File: src/rtl/display_state.sv
// Playback engine for the memory-sequence game: replays the latched colour
// sequence (entries 0..round_ctr) with fixed on/gap timing, then pulses completion.
module display_state #(
    parameter int ON_CYCLES  = 4,
    parameter int GAP_CYCLES = 4
) (
    input  logic        clk,
    input  logic        rst_display,
    input  logic        en_display,
    input  logic [31:0] seq_in_display,
    input  logic [3:0]  round_ctr,
    output logic [1:0]  colour_bus,
    output logic        colour_oe,
    output logic        complete_display
);

    typedef enum logic [1:0] {
        IDLE = 2'd0,
        SHOW = 2'd1,
        GAP  = 2'd2,
        DONE = 2'd3
    } state_t;

    localparam logic [7:0] ON_LAST  = 8'(ON_CYCLES - 1);
    localparam logic [7:0] GAP_LAST = 8'(GAP_CYCLES - 1);

    state_t      r_state;
    logic [7:0]  r_cnt;
    logic [3:0]  r_idx;
    logic [31:0] r_seq;
    logic [3:0]  r_round;
    logic [1:0]  r_colour_bus;
    logic        r_colour_oe;
    logic        r_complete;

    state_t      w_state_next;
    logic [7:0]  w_cnt_next;
    logic [3:0]  w_idx_next;
    logic        w_load;
    logic [31:0] w_seq_src;
    logic [1:0]  w_colours [16];

    // On the start edge the colour comes straight from the input so the first
    // colour is visible in the very next cycle.
    assign w_seq_src = w_load ? seq_in_display : r_seq;

    generate
        for (genvar gi = 0; gi < 16; gi++) begin : g_colour
            assign w_colours[gi] = w_seq_src[2*gi+1:2*gi];
        end
    endgenerate

    always_comb begin
        w_state_next = r_state;
        w_cnt_next   = r_cnt;
        w_idx_next   = r_idx;
        w_load       = 1'b0;
        case (r_state)
            IDLE: begin
                if (en_display) begin
                    w_state_next = SHOW;
                    w_cnt_next   = 8'd0;
                    w_idx_next   = 4'd0;
                    w_load       = 1'b1;
                end
            end
            SHOW: begin
                if (r_cnt == ON_LAST) begin
                    w_state_next = GAP;
                    w_cnt_next   = 8'd0;
                end else begin
                    w_cnt_next = r_cnt + 8'd1;
                end
            end
            GAP: begin
                if (r_cnt == GAP_LAST) begin
                    w_cnt_next = 8'd0;
                    if (r_idx == r_round) begin
                        w_state_next = DONE;
                    end else begin
                        w_state_next = SHOW;
                        w_idx_next   = r_idx + 4'd1;
                    end
                end else begin
                    w_cnt_next = r_cnt + 8'd1;
                end
            end
            DONE: begin
                w_state_next = IDLE;
            end
            default: begin
                w_state_next = IDLE;
            end
        endcase
    end

    // Outputs are registered from the next state so they line up with it.
    always_ff @(posedge clk) begin
        if (rst_display) begin
            r_state      <= IDLE;
            r_cnt        <= 8'd0;
            r_idx        <= 4'd0;
            r_seq        <= 32'd0;
            r_round      <= 4'd0;
            r_colour_bus <= 2'd0;
            r_colour_oe  <= 1'b0;
            r_complete   <= 1'b0;
        end else begin
            r_state      <= w_state_next;
            r_cnt        <= w_cnt_next;
            r_idx        <= w_idx_next;
            if (w_load) begin
                r_seq   <= seq_in_display;
                r_round <= round_ctr;
            end
            r_colour_oe  <= (w_state_next == SHOW);
            r_colour_bus <= (w_state_next == SHOW) ? w_colours[w_idx_next] : 2'd0;
            r_complete   <= (w_state_next == DONE);
        end
    end

    assign colour_bus       = r_colour_bus;
    assign colour_oe        = r_colour_oe;
    assign complete_display = r_complete;

endmodule

File: config.mk
export PLATFORM = sky130hd
export DESIGN_NAME = display_state
export DESIGN_NICKNAME = d
export VERILOG_FILES = /design/src/rtl/display_state.sv
export SDC_FILE = /design/constraint.sdc
export NUM_CORES = 1
export LEC_CHECK = 0
export CAP_MARGIN = 20
export CORE_MARGIN = 1
export CORE_UTILIZATION = 48
export CTS_CLUSTER_SIZE = 24
export DETAILED_ROUTE_END_ITERATION = 8
export DONT_BUFFER_PORTS = 1
export HOLD_SLACK_MARGIN = 0.08
export SYNTH_ARGS = -nofsm -noshare
export SYNTH_HDL_FRONTEND = slang
export SYNTH_SLANG_ARGS = --single-unit
File: constraint.sdc
create_clock -name clk -period 3.52 [get_ports clk]
set_clock_uncertainty 0.05 [all_clocks]
set_input_delay 0.704 -clock clk [delete_from_list [all_inputs] [get_ports clk]]
set_output_delay 0.704 -clock clk [all_outputs]
set_load 0.02 [all_outputs]
==> metrics.txt <==
critical-path maximum fanout 12; critical path arrival 2950 ps; CP Cell Sequence ha_1, nor4b_4, and2_1, o21ai_0, nor3_4, buf_4, mux4_1, mux2i_1, mux2i_1, a22o_1; Max-slew headroom 58.72%; Core ar. 0.005507 mm²; min setup slack post-route 730.1 ps; Starting DRT DRC Count 88; post-CTS setup buffer count 0; DP Cell Count 358; CTS Buf Count 5; residual DRC count 0; cts repair resizes 0; final worst-path cycle share 79.26%; buffers added on ports 0; RSZ-0062 raised after global routing no; ANT nets after route 0; TritonCTS clock tree yes; Max VDD drop 0.0001861 V; asr flop ratio synth 0%; GRT Total Usage 19.03%; worst hold path class flop to flop; Total Neg Setup Slack 0 ps; row count 27; Mapped Area 0.002739 mm²; GP Congestion 0.7313; # hold bufs at CTS 0; leakage power 1.135 nW; Syn Area/Cell 9.191 µm²; Area growth, synth to finish 5.482%; DRT Pass-1 Iters 4; worst slack, placed 715.5 ps; startpoint types flop; #FFs+latches synth 54; Die Y 77.54 µm; register area share after synthesis 39.47%; Reg clk slew, reported paths 100 ps; routed len/inst 14.51 µm; Root Buffer clkbuf_8; Peak Freq 358.4 MHz; latest clock arrival within the worst-skew pair 300 ps; die width 77.54 µm; share of layout cells above drive strength 1 9.524%; largest net degree at the start of global routing 45; final hold violations 0; EDFF count, synth 0; Slowest-stage cell, CP dfxtp_1; n_diodes 0; vias in the first global route 1983; Ports 43; synth unique cells 38; Synth Flop Type dfxtp_1; Power Dens Cells 404.8 mW/mm²; Mapped Nets 342; max_cap viols 0; final-report setup violation count 0; register area 0.001081 mm²; CP dominant cell by count mux2i_1; grt total ovfl 0; nets 337; Vias/cell 5.445; via count 1993; Worst setup EP type flop; WL final 5310 µm; fin crit period 2790 ps; Critical Path RT 3680 ps; initial antenna violation count 0; clk buf depth 2; area occupied by multi-input gates 0.001548 mm²; YS warnings 0; hpwl dp 3712 µm; first-pass GRT wire length 9039 µm; Setup CP Type flop to flop; CP max stage delay 430 ps; H-Tree Depth 2; fill cell count 522; starting density of the core 49.74%; Least-Margin Pin Slew 619.1 ps; Die ar. 0.006012 mm²; status completed; Layout Cells excl Fill 366; fin. max-slew vios 0; Clock Sinks 54; Synth Instances 298
registers in the layout, summed over array words and instances (netlist names):
name and flops:
r_state 2, r_round 4, r_seq 32, complete_display 1, r_idx 4, r_cnt 8
colour_bus 2, colour_oe 1
critical path: cells and delay by family, from the launching register on:
family	cells	cell delay (ps)
AND/OR/NAND/NOR	3	760
multiplexers	3	610
AO/OA/AOI/OAI	2	330
adder cells (fa/ha/maj)	1	250
flip-flops	1	430
buffers and inverters	1	280
layout make-up:
class                      instances  share of cell area [%]
clock inverter                     1                  0.3032
timing repair buffer               6                   1.559
clock buffer                       7                   2.988
inverter                           8                   1.039
sequential                        54                   37.42
tap                               72                   3.118
multi-input combinational        218                   53.57
metal layers:
layer | routed length (µm) | track usage, % | share of wire, %
met3 | 255 | 4.588 | 4.8
met1 | 2484 | 24.48 | 47
met2 | 2510 | 30.97 | 47
met4 | 60 | 6.792 | 1.1
met5 | 0 | 0 | 0
power breakdown:
part	total [W]	internal, W	switching, W
Combinational	0.000148	0.0000723	0.0000754
Sequential	0.000661	0.000642	0.0000191
Clock	0.000361	0.000163	0.000198
synth_stat cells, types with 5 or more instances:
cell type / count / area, µm²
a21oi_1: 41 / 205.2
nand4_1: 5 / 31.28
nor2_1: 13 / 48.80
mux4_2: 8 / 180.2
nand2_1: 80 / 300.3
o21ai_0: 6 / 30.03
dfxtp_1: 54 / 1081
buf_1: 5 / 18.77
inv_1: 8 / 30.03
ha_1: 5 / 62.56
xor2_1: 11 / 96.34
mux2i_1: 13 / 130.1
mux4_1: 8 / 210.2
clkbuf_1: 9 / 33.78
cells in the final DEF (no fill, tap or decap), drive strengths merged:
cell,n
a211o,1
a21oi,41
a22o,3
a22oi,2
and2,3
and3,1
and4,1
buf,6
clkbuf,7
dfxtp,54
ha,5
inv,9
mux2,1
mux2i,13
mux4,16
nand2,81
nand2b,2
nand3,1
nand4,5
nor2,13
nor2b,3
nor3,2
nor3b,1
nor4,1
nor4b,2
o21ai,7
or3,1
xnor2,1
xor2,11
stage by stage:
step,util (%),total power [W],hold WS [ps],area (µm²)
final,52.47,0.001169,396.6,2889
after CTS,52.47,0.001191,395.2,2889
after global routing,52.47,0.001234,385.8,2889
after floorplan,-,0.0008010,381.7,2739
after global placement,50.74,0.0008224,381.7,2794
after detailed placement,50.74,0.0008253,386.2,2794
cells by family after synthesis:
| kind of cell | after synthesis | share of synthesized area (%) |
|---|---|---|
| DFF | 54 | 39.47 |
| AOI/OAI and AO/OA | 54 | 10.78 |
| and+or+nand+nor | 117 | 20.15 |
| muxes | 30 | 19.41 |
| adders and majority gates | 5 | 2.284 |
| xor gates and xnor gates | 12 | 3.837 |
| buffers and inverters | 26 | 4.066 |
final timing paths:
check                                            from                        to  slack, ps  depth (start not counted)
worst max-delay path            r_cnt[0]$_SDFFE_PP0P_  colour_bus[1]$_SDFF_PP0_        730                         10
worst min-delay path             r_seq[10]$_SDFF_PP0_      r_seq[10]$_SDFF_PP0_        400                          2
worst max register to register  r_cnt[0]$_SDFFE_PP0P_  colour_bus[1]$_SDFF_PP0_        730                         10
worst min register to register   r_seq[10]$_SDFF_PP0_      r_seq[10]$_SDFF_PP0_        400                          2
(Power assumes the default switching activity.)
